==> config.mk <==
export PLATFORM = sky130hd
export DESIGN_NAME = operand_fetch_pipe
export DESIGN_NICKNAME = d
export VERILOG_FILES = /design/src/rtl/operand_fetch_pipe.sv
export SDC_FILE = /design/constraint.sdc
export NUM_CORES = 1
export LEC_CHECK = 0
export CAP_MARGIN = 20
export CORE_ASPECT_RATIO = 0.8
export CORE_MARGIN = 3
export CORE_UTILIZATION = 40
export CTS_BUF_LIST = sky130_fd_sc_hd__clkbuf_16
export CTS_CLUSTER_DIAMETER = 60
export DETAILED_ROUTE_END_ITERATION = 6
export PLACE_DENSITY = 0.93
export SYNTH_ARGS = -nofsm -noshare
export SYNTH_HDL_FRONTEND = slang
export SYNTH_SLANG_ARGS = --single-unit
==> constraint.sdc <==
create_clock -name clk -period 5.3 [get_ports clk]
set_clock_uncertainty 0.1 [all_clocks]
set_input_delay 1.06 -clock clk [delete_from_list [all_inputs] [get_ports clk]]
set_output_delay 1.06 -clock clk [all_outputs]
set_load 0.03 [all_outputs]
==> src/rtl/operand_fetch_pipe.sv <==
// Operand fetch stage: resolves A/B sources through EX/WB bypass, detects
// load-use hazards, and registers the decoded instruction toward EX.
module operand_fetch_pipe #(
    parameter int DATA_W     = 16,
    parameter int IDX_W      = 5,
    parameter int IMM_W      = 5,
    parameter int OP_W       = 5,
    parameter int PC_W       = 16,
    parameter int IMM_SIGNED = 0,
    parameter int ZERO_REG   = 1
) (
    input  logic              clk,
    input  logic              reset,
    input  logic              in_valid,
    output logic              in_ready,
    input  logic [OP_W-1:0]   in_op,
    input  logic              in_addr_mode,
    input  logic [IDX_W-1:0]  in_idx_a,
    input  logic [IDX_W-1:0]  in_idx_b,
    input  logic [IMM_W-1:0]  in_imm,
    input  logic [3:0]        in_branch_cond,
    input  logic [PC_W-1:0]   in_pc,
    input  logic              in_has_wb,
    output logic [IDX_W-1:0]  rd_idx_a,
    output logic [IDX_W-1:0]  rd_idx_b,
    input  logic [DATA_W-1:0] rd_data_a,
    input  logic [DATA_W-1:0] rd_data_b,
    input  logic              ex_fwd_valid,
    input  logic [IDX_W-1:0]  ex_fwd_idx,
    input  logic [DATA_W-1:0] ex_fwd_data,
    input  logic              ex_busy_valid,
    input  logic [IDX_W-1:0]  ex_busy_idx,
    input  logic              wb_fwd_valid,
    input  logic [IDX_W-1:0]  wb_fwd_idx,
    input  logic [DATA_W-1:0] wb_fwd_data,
    input  logic              flush,
    output logic              out_valid,
    input  logic              out_ready,
    output logic [OP_W-1:0]   out_op,
    output logic [DATA_W-1:0] out_operand_a,
    output logic [DATA_W-1:0] out_operand_b,
    output logic [3:0]        out_branch_cond,
    output logic [PC_W-1:0]   out_pc,
    output logic              out_has_wb,
    output logic [IDX_W-1:0]  out_dst_idx
);

    logic [IDX_W-1:0]  src_idx    [2];
    logic [DATA_W-1:0] src_rd     [2];
    logic              src_used   [2];
    logic              src_zero   [2];
    logic              src_ex_hit [2];
    logic              src_wb_hit [2];
    logic              src_haz    [2];
    logic [DATA_W-1:0] src_val    [2];

    logic              hazard;
    logic              accept;
    logic [DATA_W-1:0] imm_ext;
    logic [DATA_W-1:0] operand_b_next;

    logic              out_valid_reg;
    logic [OP_W-1:0]   out_op_reg;
    logic [DATA_W-1:0] out_operand_a_reg;
    logic [DATA_W-1:0] out_operand_b_reg;
    logic [3:0]        out_branch_cond_reg;
    logic [PC_W-1:0]   out_pc_reg;
    logic              out_has_wb_reg;
    logic [IDX_W-1:0]  out_dst_idx_reg;

    assign rd_idx_a = in_idx_a;
    assign rd_idx_b = in_idx_b;

    assign src_idx[0]  = in_idx_a;
    assign src_idx[1]  = in_idx_b;
    assign src_rd[0]   = rd_data_a;
    assign src_rd[1]   = rd_data_b;
    assign src_used[0] = 1'b1;
    assign src_used[1] = ~in_addr_mode;

    // EX bypass beats WB bypass: EX holds the younger writer of the register.
    genvar gi;
    generate
        for (gi = 0; gi < 2; gi++) begin : g_src
            assign src_zero[gi]   = (ZERO_REG != 0) && (src_idx[gi] == '0);
            assign src_ex_hit[gi] = ex_fwd_valid && (ex_fwd_idx == src_idx[gi]);
            assign src_wb_hit[gi] = wb_fwd_valid && (wb_fwd_idx == src_idx[gi]);
            assign src_val[gi]    = src_zero[gi]   ? '0          :
                                    src_ex_hit[gi] ? ex_fwd_data :
                                    src_wb_hit[gi] ? wb_fwd_data :
                                                     src_rd[gi];
            assign src_haz[gi]    = src_used[gi] && !src_zero[gi] && ex_busy_valid &&
                                    (ex_busy_idx == src_idx[gi]) && !src_ex_hit[gi];
        end
    endgenerate

    generate
        if (IMM_SIGNED != 0) begin : g_imm_sext
            assign imm_ext = {{(DATA_W-IMM_W){in_imm[IMM_W-1]}}, in_imm};
        end else begin : g_imm_zext
            assign imm_ext = {{(DATA_W-IMM_W){1'b0}}, in_imm};
        end
    endgenerate

    assign operand_b_next = in_addr_mode ? imm_ext : src_val[1];
    assign hazard         = in_valid && (src_haz[0] || src_haz[1]);
    assign in_ready       = (~out_valid_reg | out_ready) & ~hazard & ~flush & ~reset;
    assign accept         = in_valid & in_ready;

    always_ff @(posedge clk) begin
        if (reset) begin
            out_valid_reg       <= 1'b0;
            out_op_reg          <= '0;
            out_operand_a_reg   <= '0;
            out_operand_b_reg   <= '0;
            out_branch_cond_reg <= '0;
            out_pc_reg          <= '0;
            out_has_wb_reg      <= 1'b0;
            out_dst_idx_reg     <= '0;
        end else if (flush) begin
            out_valid_reg <= 1'b0;
        end else if (accept) begin
            out_valid_reg       <= 1'b1;
            out_op_reg          <= in_op;
            out_operand_a_reg   <= src_val[0];
            out_operand_b_reg   <= operand_b_next;
            out_branch_cond_reg <= in_branch_cond;
            out_pc_reg          <= in_pc;
            out_has_wb_reg      <= in_has_wb;
            out_dst_idx_reg     <= in_idx_a;
        end else if (out_ready) begin
            // Consumed with nothing new (idle or hazard bubble); data fields hold.
            out_valid_reg <= 1'b0;
        end
    end

    assign out_valid       = out_valid_reg;
    assign out_op          = out_op_reg;
    assign out_operand_a   = out_operand_a_reg;
    assign out_operand_b   = out_operand_b_reg;
    assign out_branch_cond = out_branch_cond_reg;
    assign out_pc          = out_pc_reg;
    assign out_has_wb      = out_has_wb_reg;
    assign out_dst_idx     = out_dst_idx_reg;

endmodule

==> impl_metrics.json <==
{
  "status": "finished clean",
  "fillers": 636,
  "maxCapViolCount": 0,
  "port_buffers": 203,
  "gp_congestion": 0.913,
  "netlist_instances": 363,
  "synth_cell_types": 42,
  "vias_per_cell": 5.23,
  "dp_hpwl_um": 9590,
  "crit_path_start_kind": "input pin",
  "critPathKind": "in -> out",
  "nNetsFinal": 677,
  "area_delta_synth_final_pct": 66.2,
  "grt_pass1_vias": 3499,
  "finalHoldViolCount": 0,
  "clk_latency_ps": 320,
  "cts_resized": 0,
  "async_reset_ff_frac": 0,
  "synth.net_count": 492,
  "ys_seq_area_frac": 0.370,
  "placed_area_um2": 5460,
  "p_leak_nw": 2.16,
  "ys_ff_latch": 64,
  "layoutNonFillerInstCount": 661,
  "cp_top_family": "buffers and inverters",
  "clk_path_buf_depth": 2,
  "multi_input_area_um2": 1890,
  "routedWlPerCell_um": 18.3,
  "drv_slew": 0,
  "grt-ovfl-total": 0,
  "startpoint": "in_idx_b[1]",
  "crit_slowest_cell": "clkdlybuf4s50_1",
  "crit_path_frequent_cell": "buf_4",
  "htreeDepth": 3,
  "grt_max_degree": 55,
  "dp_cells": 645,
  "slowest_delay_ps": 520,
  "rsz0062_at_grt": "false",
  "drc": 0,
  "drive_gt1_frac": 0.0778,
  "finish.utilization": 0.705,
  "final.min_clock_period_ps": 4310,
  "fp-row-count": 29,
  "relSlewSlack": 0.316,
  "wl_um": 12100,
  "postCtsSetupRepairBufs": 0,
  "register_area_um2": 1280,
  "dr.pass1.iters": 4,
  "cts_tree": "yes",
  "die_w_um": 110,
  "core_area_um2": 8160,
  "cp.arrival_ps": 3150,
  "start_util": 0.424,
  "syn-cell-area_um2": 3460,
  "synth_area_per_cell_um2": 9.54,
  "crit_chain": "clkdlybuf4s50_1 > xor2_1 > nor4_1 > nand3_1 > buf_4 > a22o_1 > a21boi_0 > buf_4",
  "critical_path_buf_inv_count": 3,
  "min_from": "out_operand_a[5]$_SDFFE_PP0P_",
  "die_h_um": 89.2,
  "synth_edf_count": 0,
  "antennaDiodeCount": 0,
  "yosys-top-cells-area": "dfxtp_1 (37%), mux2i_1 (18%), nor2_1 (5.3%), mux2_2 (5.2%), o32ai_1 (4.0%)",
  "synth.largest_area_cell": "dfxtp_1",
  "synthFlopType": "dfxtp_1",
  "r2r_start": "out_valid$_SDFFE_PP0P_",
  "yosys_warnings": 0,
  "fmax_mhz": 232,
  "required_ps": 4140,
  "hold_ws_ps": 380,
  "powerDensity_nw_per_um2": 244,
  "first_iter_violations": 102,
  "cts_hold_buf": 0,
  "tightest_slew_ps": 1020,
  "cp_max_fo": 34,
  "cts_buffers": 9,
  "hold_path_class": "reg -> reg",
  "clk_pin_slew_ps": 50,
  "dr_total_vias": 3460,
  "drtAntennaViolNets": 0,
  "antenna_found_initial": 0,
  "setup_viol": 0,
  "io_pins": 204,
  "cts-root-buf": "clkbuf_16",
  "fin_crit_sh": 0.813,
  "grt.total_usage": 0.240,
  "finalSetupTns_ps": 0,
  "grt_pass1_wl_um": 17900,
  "design_area_um2": 5760,
  "end_kind": "output pin",
  "cts.sinks": 64,
  "peakVddDrop_v": 0.000171,
  "synth_top_area_share": 0.370,
  "die_area_um2": 9820
}
==> cell usage after synthesis, types with 2 or more instances <==
| library cell | number |
|---|---|
| dfxtp_1 | 64 |
| mux2i_1 | 63 |
| nor2_1 | 49 |
| inv_1 | 22 |
| mux2_2 | 16 |
| o32ai_1 | 16 |
| xor2_1 | 16 |
| a21oi_1 | 13 |
| buf_4 | 13 |
| clkbuf_1 | 12 |
| a32o_1 | 11 |
| xnor2_1 | 8 |
| o21ai_0 | 7 |
| buf_2 | 6 |
| nand2_1 | 6 |
| a21o_1 | 4 |
| a311oi_1 | 4 |
| nor4_1 | 4 |
| buf_6 | 3 |
| nand2b_1 | 3 |
| nand3_1 | 2 |
==> per-layer routing <==
| layer | share of wire | global-route usage |
|---|---|---|
| met2 | 0.50 | 0.429 |
| met3 | 0.079 | 0.0758 |
| met1 | 0.40 | 0.271 |
| met5 | 0 | 0 |
| met4 | 0.021 | 0.0804 |
==> stage by stage <==
step,total power [W],setup slack (ps)
global placement,0.000817,1050
global route,0.00146,797
CTS,0.00142,991
detailed placement,0.000825,996
floorplan,0.000658,1420
finish,0.00140,994
==> kinds of logic (layout without fill, tap and decap cells) <==
family                    after synthesis  in the layout  synth area share
muxes                                  79             79             0.234
and+or+nand+nor                        76             76             0.101
AOI/OAI and AO/OA                      64             64             0.151
DFF                                    64             64             0.370
buffers and inverters                  56            246            0.0834
xor gates and xnor gates               24             24            0.0607
==> cell type report <==
class / instances / share of cell area
Multi-Input combinational cell: 243 / 0.329
Sequential cell: 64 / 0.222
Inverter: 22 / 0.0143
Clock inverter: 7 / 0.0137
Tap cell: 108 / 0.0235
Clock buffer: 9 / 0.0391
Timing Repair Buffer: 208 / 0.358
==> tightest hold or removal path: cells and delay by family, from the launching register on <==
family                 cells  cell delay [ps]
AOI/OAI and AO/OA          1               70
buffers and inverters      1               50
DFF                        1              300
==> path summary, 6_finish.rpt <==
kind	end	slack [ps]	cells after the start
hold / removal	out_operand_a[5]$_SDFFE_PP0P_	380	2
setup reg to reg	out_operand_a[13]$_SDFFE_PP0P_	3020	7
setup / recovery	in_ready	990	8
hold reg to reg	out_operand_a[5]$_SDFFE_PP0P_	380	2
==> where the power goes <==
part / internal, W / switching, W
combinational: 0.000166 / 0.000141
sequential: 0.000498 / 0.00000919
clock: 0.000368 / 0.000222
==> cell usage in the layout (no fill, tap or decap), types with 2 or more instances in the layout <==
cell type / n
nor2_1: 49
nand3_1: 2
mux2_2: 16
o21ai_0: 7
a21oi_1: 13
a311oi_1: 4
a32o_1: 11
nor4_1: 4
nand2_1: 6
buf_4: 6
dfxtp_1: 64
inv_1: 22
xor2_1: 16
clkinvlp_4: 3
xnor2_1: 8
clkdlybuf4s50_1: 201
clkbuf_16: 9
a21o_1: 4
nand2b_1: 3
mux2i_1: 63
inv_6: 2
o32ai_1: 16
Note: power is estimated with default switching activity, not from simulation.
